$ cat src/rtl/ped_crossing_if.sv
// ped_crossing_if: pedestrian endpoint signals between the road/button side and the crossing unit
interface ped_crossing_if;
  logic       button_raw;
  logic       road_red;
  logic       ped_request;
  logic       walk_lamp;
  logic       dont_walk_lamp;
  logic [6:0] walk_remaining;
  logic [2:0] ped_state;
  logic [7:0] wait_cycles;
  logic       abort_pulse;
  modport master (
    output button_raw, road_red,
    input  ped_request, walk_lamp, dont_walk_lamp, walk_remaining, ped_state, wait_cycles, abort_pulse
  );
  modport slave (
    input  button_raw, road_red,
    output ped_request, walk_lamp, dont_walk_lamp, walk_remaining, ped_state, wait_cycles, abort_pulse
  );
endinterface

$ cat src/rtl/ped_crossing_unit.sv
// ped_crossing_unit: debounced pedestrian request plus WALK / flashing DON'T WALK sequencing for one road
module ped_crossing_unit #(
  parameter int unsigned DEBOUNCE_CYCLES = 2,
  parameter int unsigned WALK_TIME       = 20,
  parameter int unsigned CLEAR_TIME      = 10,
  parameter int unsigned LOCKOUT_TIME    = 5
) (
  input logic             clk,
  input logic             rst_n,
  ped_crossing_if.slave   bus
);
  typedef enum logic [2:0] {
    IDLE      = 3'd0,
    REQUESTED = 3'd1,
    WALK      = 3'd2,
    CLEARANCE = 3'd3,
    LOCKOUT   = 3'd4
  } state_e;
  state_e     state_q, state_d;
  logic       s1_q, s2_q, db_q, db_prev_q, red_prev_q;
  logic [3:0] cnt_q;
  logic [6:0] timer_q, timer_d;
  logic [7:0] wait_q, wait_d;
  logic       pending_q, pending_d, flash_q, flash_d, abort_q, abort_d;
  logic       press, red_rise, abort;
  assign press    = db_q & ~db_prev_q;
  assign red_rise = bus.road_red & ~red_prev_q;
  assign abort    = (state_q == WALK || state_q == CLEARANCE) && !bus.road_red;
  // Synchronise the button, debounce its level and remember last-cycle values for edge detection
  always_ff @(posedge clk or negedge rst_n) begin
    if (!rst_n) begin
      s1_q       <= 1'b0;
      s2_q       <= 1'b0;
      db_q       <= 1'b0;
      db_prev_q  <= 1'b0;
      cnt_q      <= 4'd0;
      red_prev_q <= 1'b0;
    end else begin
      s1_q       <= bus.button_raw;
      s2_q       <= s1_q;
      db_prev_q  <= db_q;
      red_prev_q <= bus.road_red;
      if (s2_q == db_q) cnt_q <= 4'd0;
      else if (cnt_q == 4'(DEBOUNCE_CYCLES - 1)) begin
        db_q  <= s2_q;
        cnt_q <= 4'd0;
      end else cnt_q <= cnt_q + 4'd1;
    end
  end
  // Crossing state, phase timer, wait counter and pending-press bookkeeping
  always_ff @(posedge clk or negedge rst_n) begin
    if (!rst_n) begin
      state_q   <= IDLE;
      timer_q   <= 7'd0;
      wait_q    <= 8'd0;
      pending_q <= 1'b0;
      flash_q   <= 1'b0;
      abort_q   <= 1'b0;
    end else begin
      state_q   <= state_d;
      timer_q   <= timer_d;
      wait_q    <= wait_d;
      pending_q <= pending_d;
      flash_q   <= flash_d;
      abort_q   <= abort_d;
    end
  end
  // Next-state logic; a red drop during WALK/CLEARANCE overrides everything and returns to IDLE
  always_comb begin
    state_d   = state_q;
    timer_d   = timer_q;
    wait_d    = wait_q;
    pending_d = pending_q;
    flash_d   = flash_q;
    abort_d   = 1'b0;
    case (state_q)
      IDLE: begin
        if (press) begin
          state_d = REQUESTED;
          wait_d  = 8'd0;
        end
      end
      REQUESTED: begin
        wait_d = (wait_q == 8'hff) ? wait_q : wait_q + 8'd1;
        if (red_rise) begin
          state_d = WALK;
          timer_d = 7'(WALK_TIME);
        end
      end
      WALK: begin
        timer_d = timer_q - 7'd1;
        if (timer_q == 7'd1) begin
          state_d = CLEARANCE;
          timer_d = 7'(CLEAR_TIME);
          flash_d = 1'b1;
        end
      end
      CLEARANCE: begin
        flash_d   = ~flash_q;
        pending_d = pending_q | press;
        timer_d   = timer_q - 7'd1;
        if (timer_q == 7'd1) begin
          state_d = LOCKOUT;
          timer_d = 7'(LOCKOUT_TIME);
        end
      end
      LOCKOUT: begin
        pending_d = pending_q | press;
        timer_d   = timer_q - 7'd1;
        if (timer_q == 7'd1) begin
          state_d   = (pending_q | press) ? REQUESTED : IDLE;
          wait_d    = (pending_q | press) ? 8'd0 : wait_q;
          pending_d = 1'b0;
          timer_d   = 7'd0;
        end
      end
      default: begin
        state_d   = IDLE;
        timer_d   = 7'd0;
        pending_d = 1'b0;
      end
    endcase
    if (abort) begin
      state_d   = IDLE;
      timer_d   = 7'd0;
      pending_d = 1'b0;
      abort_d   = 1'b1;
    end
  end
  assign bus.ped_request    = state_q == REQUESTED;
  assign bus.walk_lamp      = state_q == WALK;
  assign bus.dont_walk_lamp = (state_q == CLEARANCE) ? flash_q : state_q != WALK;
  assign bus.walk_remaining = timer_q;
  assign bus.ped_state      = state_q;
  assign bus.wait_cycles    = wait_q;
  assign bus.abort_pulse    = abort_q;
endmodule
$ cat src/flat_wrapper.sv
// flat-port wrapper written by rule: the top's interface ports become plain ports
module ped_crossing_unit_flat 
#(
  parameter int unsigned DEBOUNCE_CYCLES = 2,
  parameter int unsigned WALK_TIME       = 20,
  parameter int unsigned CLEAR_TIME      = 10,
  parameter int unsigned LOCKOUT_TIME    = 5
)
  (clk, rst_n, bus_button_raw, bus_road_red, bus_ped_request, bus_walk_lamp, bus_dont_walk_lamp, bus_walk_remaining, bus_ped_state, bus_wait_cycles, bus_abort_pulse);
  ped_crossing_if bus_i ();
  input logic clk;
  input logic rst_n;
  input wire logic [$bits(bus_i.button_raw)-1:0] bus_button_raw;
  input wire logic [$bits(bus_i.road_red)-1:0] bus_road_red;
  output wire logic [$bits(bus_i.ped_request)-1:0] bus_ped_request;
  output wire logic [$bits(bus_i.walk_lamp)-1:0] bus_walk_lamp;
  output wire logic [$bits(bus_i.dont_walk_lamp)-1:0] bus_dont_walk_lamp;
  output wire logic [$bits(bus_i.walk_remaining)-1:0] bus_walk_remaining;
  output wire logic [$bits(bus_i.ped_state)-1:0] bus_ped_state;
  output wire logic [$bits(bus_i.wait_cycles)-1:0] bus_wait_cycles;
  output wire logic [$bits(bus_i.abort_pulse)-1:0] bus_abort_pulse;
  assign bus_i.button_raw = bus_button_raw;
  assign bus_i.road_red = bus_road_red;
  assign bus_ped_request = bus_i.ped_request;
  assign bus_walk_lamp = bus_i.walk_lamp;
  assign bus_dont_walk_lamp = bus_i.dont_walk_lamp;
  assign bus_walk_remaining = bus_i.walk_remaining;
  assign bus_ped_state = bus_i.ped_state;
  assign bus_wait_cycles = bus_i.wait_cycles;
  assign bus_abort_pulse = bus_i.abort_pulse;
  ped_crossing_unit #(.DEBOUNCE_CYCLES(DEBOUNCE_CYCLES), .WALK_TIME(WALK_TIME), .CLEAR_TIME(CLEAR_TIME), .LOCKOUT_TIME(LOCKOUT_TIME)) u_core (.clk(clk), .rst_n(rst_n), .bus(bus_i));
endmodule
$ cat config.mk
export PLATFORM = sky130hd
export DESIGN_NAME = ped_crossing_unit_flat
export DESIGN_NICKNAME = d
export VERILOG_FILES = /design/src/rtl/ped_crossing_if.sv /design/src/rtl/ped_crossing_unit.sv /design/src/flat_wrapper.sv
export SDC_FILE = /design/constraint.sdc
export NUM_CORES = 1
export LEC_CHECK = 0
export BUFFER_PORTS_ARGS = -buffer_cell sky130_fd_sc_hd__buf_2
export CORE_MARGIN = 8
export CORE_UTILIZATION = 60
export CTS_CLUSTER_DIAMETER = 50
export DETAILED_ROUTE_END_ITERATION = 8
export GPL_TIMING_DRIVEN = 1
export HOLD_SLACK_MARGIN = 0.02
export PLACE_DENSITY = 0.84
export SLEW_MARGIN = 25
export SYNTH_ARGS = -nofsm -noshare
export SYNTH_HDL_FRONTEND = slang
export SYNTH_SLANG_ARGS = --single-unit
$ cat constraint.sdc
create_clock -name clk -period 2.8 [get_ports clk]
set_input_delay 0.84 -clock clk [delete_from_list [all_inputs] [get_ports clk]]
set_output_delay 0.84 -clock clk [all_outputs]
set_load 0.01 [all_outputs]
==> results of run 1 <==
-- state kept, by name, indices dropped and copies added, names as in the netlist --
signal / count
u_core.bus.wait_cycles: 8
u_core.bus.walk_remaining: 7
u_core.cnt_q: 4
u_core.bus.ped_state: 3
u_core.bus.abort_pulse: 1
u_core.db_prev_q: 1
u_core.db_q: 1
u_core.flash_q: 1
u_core.pending_q: 1
u_core.red_prev_q: 1
u_core.s1_q: 1
u_core.s2_q: 1
-- kinds of logic after synthesis --
group / count (synthesis) / synth area share
buffers and inverters: 15 / 0.0525
DFF: 30 / 0.456
AOI/OAI and AO/OA: 43 / 0.170
xor gates and xnor gates: 3 / 0.0160
muxes: 4 / 0.0281
adders and majority gates: 5 / 0.0380
and+or+nand+nor: 73 / 0.240
-- worst paths after layout --
path,from,end,cells past startpoint
max,u_core.bus.ped_state[0],bus_ped_request,3
min,u_core.s1_q,u_core.s2_q,0
max reg2reg,u_core.bus.walk_remaining[1],u_core.bus.wait_cycles[0],6
min reg2reg,u_core.s1_q,u_core.s2_q,0
max in group asynchronous,rst_n,u_core.bus.ped_state[2],1
min in group asynchronous,rst_n,u_core.bus.wait_cycles[5],1
-- final cells by class --
class / count / area (um2) / area share
Multi-Input combinational cell: 128 / 808 / 0.444
Timing Repair Buffer: 25 / 125 / 0.0687
Inverter: 9 / 46.3 / 0.0254
Tap cell: 31 / 38.8 / 0.0213
Sequential cell: 30 / 751 / 0.412
Clock buffer: 6 / 51.3 / 0.0282
-- placed cells by master, fill, tap and decap left out, drive strengths merged, types with 3 or more instances in the layout --
cell and count:
nand3 5, clkbuf 6, nand2b 3, nor3 4, a31oi 9, nand3b 3, nand2 20, buf 25
and2b 3, nor2b 3, nor2 17, dfrtp 30, ha 5, a21oi 11, and3 3, inv 8
o21ai 7
-- per-stage QoR --
stage	power [mW]	std cells
after CTS	1.80	229
final	1.79	229
after detailed placement	1.54	223
after global placement	1.49	223
after global routing	1.93	229
after floorplan	1.31	173
-- power by group --
part,total [mW],switching [mW],internal (mW)
Sequential,0.735,0.178,0.556
Combinational,0.806,0.462,0.343
Clock,0.252,0.140,0.113
Total,1.79,0.780,1.01
-- layer usage --
metal / vias to the layer above / wire length [um] / GRT usage
li1: 672 / - / -
met1: 678 / 1640 / 0.213
met2: 43 / 1700 / 0.275
met3: 10 / 241 / 0.0475
met4: 0 / 64 / 0.0946
met5: - / 0 / 0
==> results.py, run 1 <==
metrics = {
    "synth": {
        "synth-main-ff-cell": "dfrtp_1",
        "async_reset_ff_frac": 1.00,
        "synth_cell_types": 49,
        "synth-warning-count": 0,
        "synth_top_cell_by_area": "dfrtp_1",
        "seq_area_frac_synth": 0.456,
        "synth_area_leaders": "dfrtp_1, nand2_1, nor2_1, ha_1, a31oi_1",
        "ys_ff_latch": 30,
        "synth_common_cells": "dfrtp_1, nand2_1, nor2_1, a21oi_1, a31oi_1",
        "synth_top_area_frac": 0.456,
        "syn_avg_cell_area_um2": 9.51,
        "synth.most_common_cell": "dfrtp_1",
        "synth_edf_count": 0,
        "syn_area_um2": 1650,
        "synth_nets": 182,
        "syn_inst": 173,
    },
    "placed_design": {
        "place.gp.congestion": 0.833,
        "dpl_cell_area_um2": 1770,
        "portBuffers": 25,
        "dp_slack_ns": 0.647,
        "post-dp-hpwl_mm": 2.58,
    },
    "sta": {
        "post-route-period-util": 0.897,
        "setup_ws_ns": 0.290,
        "fin_setup_tns_ns": 0,
        "maxSlewViolCount": 0,
        "slew_headroom": 0.520,
        "max_freq_ghz": 0.398,
        "rsz0062_at_grt": "no",
        "hold_viol": 0,
        "finalCriticalPeriod_ns": 2.51,
        "holdWs_ns": 0.356,
        "skew_ns": 0.0123,
        "worst_pin_slew_ns": 0.719,
        "finalSetupViolations": 0,
    },
    "cts": {
        "cts_root_buf": "clkbuf_4",
        "htree_levels": 2,
        "cts_setup_buffers": 0,
        "clkLatencyLatePin_ns": 0.33,
        "cts_buffers": 5,
        "cts_hold_buf": 0,
        "path_clk_slew_ns": 0.08,
        "cts_buffer_depth": 2,
        "cts_resized": 0,
        "cts_tree": "yes",
        "clock_sinks": 30,
    },
    "setup_path": {
        "crit_family": "flip-flops",
        "required_ns": 1.96,
        "worstPathMaxFanout": 15,
        "cp.arrival_ns": 1.67,
        "path_buf_inv": 2,
        "r2r_slack_ns": 0.71,
        "cpMaxStageDelayCell": "dfrtp_1",
        "endpoint_kind": "output port",
        "crit_chain": "or3b_4, clkinv_8, buf_2",
        "slowest_delay_ns": 0.60,
        "cp-start-kind": "flip-flop",
        "path_class": "flip-flop to output port",
    },
    "pwr": {
        "power.leakage_nw": 0.887,
        "vdd_drop_max_mv": 0.745,
        "powerDensity_nw_per_um2": 985,
    },
    "floorplan": {
        "die_w_um": 68.4,
        "start_util": 0.612,
        "fp.dieH_um": 68.4,
        "die_area_um2": 4670,
        "core_area_um2": 2690,
        "io_pins": 26,
        "row_count": 19,
    },
    "routing": {
        "wire_per_inst_um": 15.9,
        "drc_errors": 0,
        "vias": 1403,
        "ant_nets": 0,
        "drt_pass1_iterations": 4,
        "drt_iter0_drc": 103,
        "finalWirelength_mm": 3.65,
        "vias_per_cell": 6.13,
    },
    "grt": {
        "grt_pass1_vias": 1335,
        "grt_start_max_net_pins": 31,
        "grt_pass1_wl_mm": 6.12,
        "grt_use_total": 0.175,
        "overflow": 0,
        "antenna_found_initial": 0,
    },
    "layout": {
        "nFillCells": 208,
        "fin_area_um2": 1820,
        "antenna_cells": 0,
        "fin_util": 0.678,
        "drive_gt1_frac": 0.197,
        "area_delta_synth_final_pct": 10.6,
        "layout.nets": 208,
    },
    "flow_run": {
        "maxCapViolCount": 0,
    },
    "status": {
        "status": "finished, final reports clean",
    },
    "min_path": {
        "holdCritPathClass": "flip-flop to flip-flop",
    },
}
(Power assumes the default switching activity.)
==> run 2, diff against run 1 <==
CELL_PAD_IN_SITES_DETAIL_PLACEMENT = 0   (was unset)
CELL_PAD_IN_SITES_GLOBAL_PLACEMENT = 1   (was unset)
CORE_UTILIZATION = 46   (was 60)
PLACE_DENSITY = 0.9   (was 0.84)
==> results.py, run 2 (synthesized netlist as in run 1, its figures left out) <==
metrics = {
    "floorplan": {
        "core_area_um2": 3390,
        "fp.dieH_um": 75.8,
        "io_pins": 26,
        "die_area_um2": 5750,
        "row_count": 21,
        "start_util": 0.485,
        "die_w_um": 75.8,
    },
    "cts": {
        "clock_sinks": 30,
        "path_clk_slew_ns": 0.09,
        "cts_root_buf": "clkbuf_4",
        "cts_buffers": 5,
        "htree_levels": 2,
        "cts_setup_buffers": 0,
        "cts_resized": 0,
        "cts_tree": "yes",
        "cts_hold_buf": 0,
        "cts_buffer_depth": 2,
        "clkLatencyLatePin_ns": 0.33,
    },
    "layout": {
        "final_common_cell": "dfrtp_1",
        "drive_gt1_frac": 0.191,
        "fin_util": 0.541,
        "antenna_cells": 0,
        "area_delta_synth_final_pct": 11.4,
        "nFillCells": 312,
        "layout.nets": 208,
        "final_cell_mix": "dfrtp_1, buf_2, nand2_1",
        "largest_reg_flops": 8,
    },
    "routing": {
        "drt_iter0_drc": 49,
        "ant_nets": 0,
        "drt_pass1_iterations": 4,
        "finalWirelength_mm": 3.41,
        "drc_errors": 0,
        "wire_per_inst_um": 13.9,
        "vias": 1358,
        "vias_per_cell": 5.54,
    },
    "setup_path": {
        "slowest_delay_ns": 0.60,
        "worstPathMaxFanout": 15,
        "cpMaxStageDelayCell": "dfrtp_1",
        "crit_chain": "or3b_4, clkinv_8, buf_2",
        "r2r_slack_ns": 0.70,
        "cp.arrival_ns": 1.67,
        "cp-start-kind": "flip-flop",
        "path_class": "flip-flop to output port",
        "required_ns": 1.96,
        "endpoint_kind": "output port",
    },
    "grt": {
        "grt_pass1_wl_mm": 5.87,
        "grt_use_total": 0.135,
        "antenna_found_initial": 0,
        "grt_pass1_vias": 1266,
        "grt_start_max_net_pins": 31,
        "overflow": 0,
    },
    "sta": {
        "finalSetupViolations": 0,
        "skew_ns": 0.0126,
        "rsz0062_at_grt": "no",
        "slew_headroom": 0.528,
        "worst_pin_slew_ns": 0.706,
        "finalCriticalPeriod_ns": 2.51,
        "maxSlewViolCount": 0,
        "hold_viol": 0,
        "max_freq_ghz": 0.399,
        "fin_setup_tns_ns": 0,
        "post-route-period-util": 0.896,
    },
    "placed_design": {
        "place.gp.congestion": 0.784,
        "portBuffers": 25,
        "post-dp-hpwl_mm": 2.55,
    },
    "flow_run": {
        "maxCapViolCount": 0,
    },
    "min_path": {
        "holdCritPathClass": "flip-flop to flip-flop",
    },
    "pwr": {
        "vdd_drop_max_mv": 0.416,
        "powerDensity_nw_per_um2": 956,
        "power.leakage_nw": 0.882,
    },
    "status": {
        "status": "finished, final reports clean",
    },
}
[run 2: cell count changes in the layout (fill, tap and decap cells not counted), sizes merged]
cell,change
clkbuf,+1
[run 2: path summary, 6_finish.rpt]
| check | from | endpoint | cells past startpoint |
|---|---|---|---|
| hold / removal | u_core.s1_q | u_core.s2_q | 0 |
| setup reg to reg | u_core.bus.walk_remaining[0] | u_core.bus.wait_cycles[0] | 5 |
| hold reg to reg | u_core.s1_q | u_core.s2_q | 0 |
| max in group asynchronous | rst_n | u_core.bus.abort_pulse | 1 |
| min in group asynchronous | rst_n | u_core.bus.ped_state[0] | 1 |
| setup / recovery | u_core.bus.ped_state[0] | bus_ped_request | 3 |
[run 2: stage by stage]
stage	instance area [um2]	hold slack (ns)	power, mW	worst slack, ns	instances
finish	1830	0.365	1.75	0.291	245
global route	1830	0.368	1.91	0.224	245
CTS	1830	0.367	1.78	0.290	245
detailed placement	1790	0.349	1.54	0.662	238
global placement	1790	0.344	1.50	0.697	238
floorplan	1650	0.331	1.31	0.828	173
[run 2: routing by layer]
metal / share of wire / track usage / vias up
li1: - / - / 671
met1: 0.42 / 0.149 / 655
met2: 0.50 / 0.225 / 24
met3: 0.061 / 0.0395 / 8
met4: 0.023 / 0.0746 / 0
met5: 0 / 0 / -
[run 2: cell type report]
| type | instances | area (um2) | area share |
|---|---|---|---|
| Multi-Input combinational cell | 128 | 808 | 0.441 |
| Sequential cell | 30 | 751 | 0.410 |
| Timing Repair Buffer | 25 | 125 | 0.0683 |
| Tap cell | 46 | 57.6 | 0.0314 |
| Inverter | 9 | 46.3 | 0.0253 |
| Clock buffer | 7 | 45.0 | 0.0246 |
[run 2: power breakdown]
part | switching (mW) | total, mW | internal [mW]
clock | 0.139 | 0.233 | 0.0944
sequential | 0.171 | 0.728 | 0.556
combinational | 0.449 | 0.792 | 0.343
total | 0.759 | 1.75 | 0.994
[run 2: critical path: cells and delay by family (launching register included)]
| family | cells | cell delay (ns) |
|---|---|---|
| buffers and inverters | 2 | 0.22 |
| flip-flops | 1 | 0.60 |
| AND/OR/NAND/NOR | 1 | 0.52 |
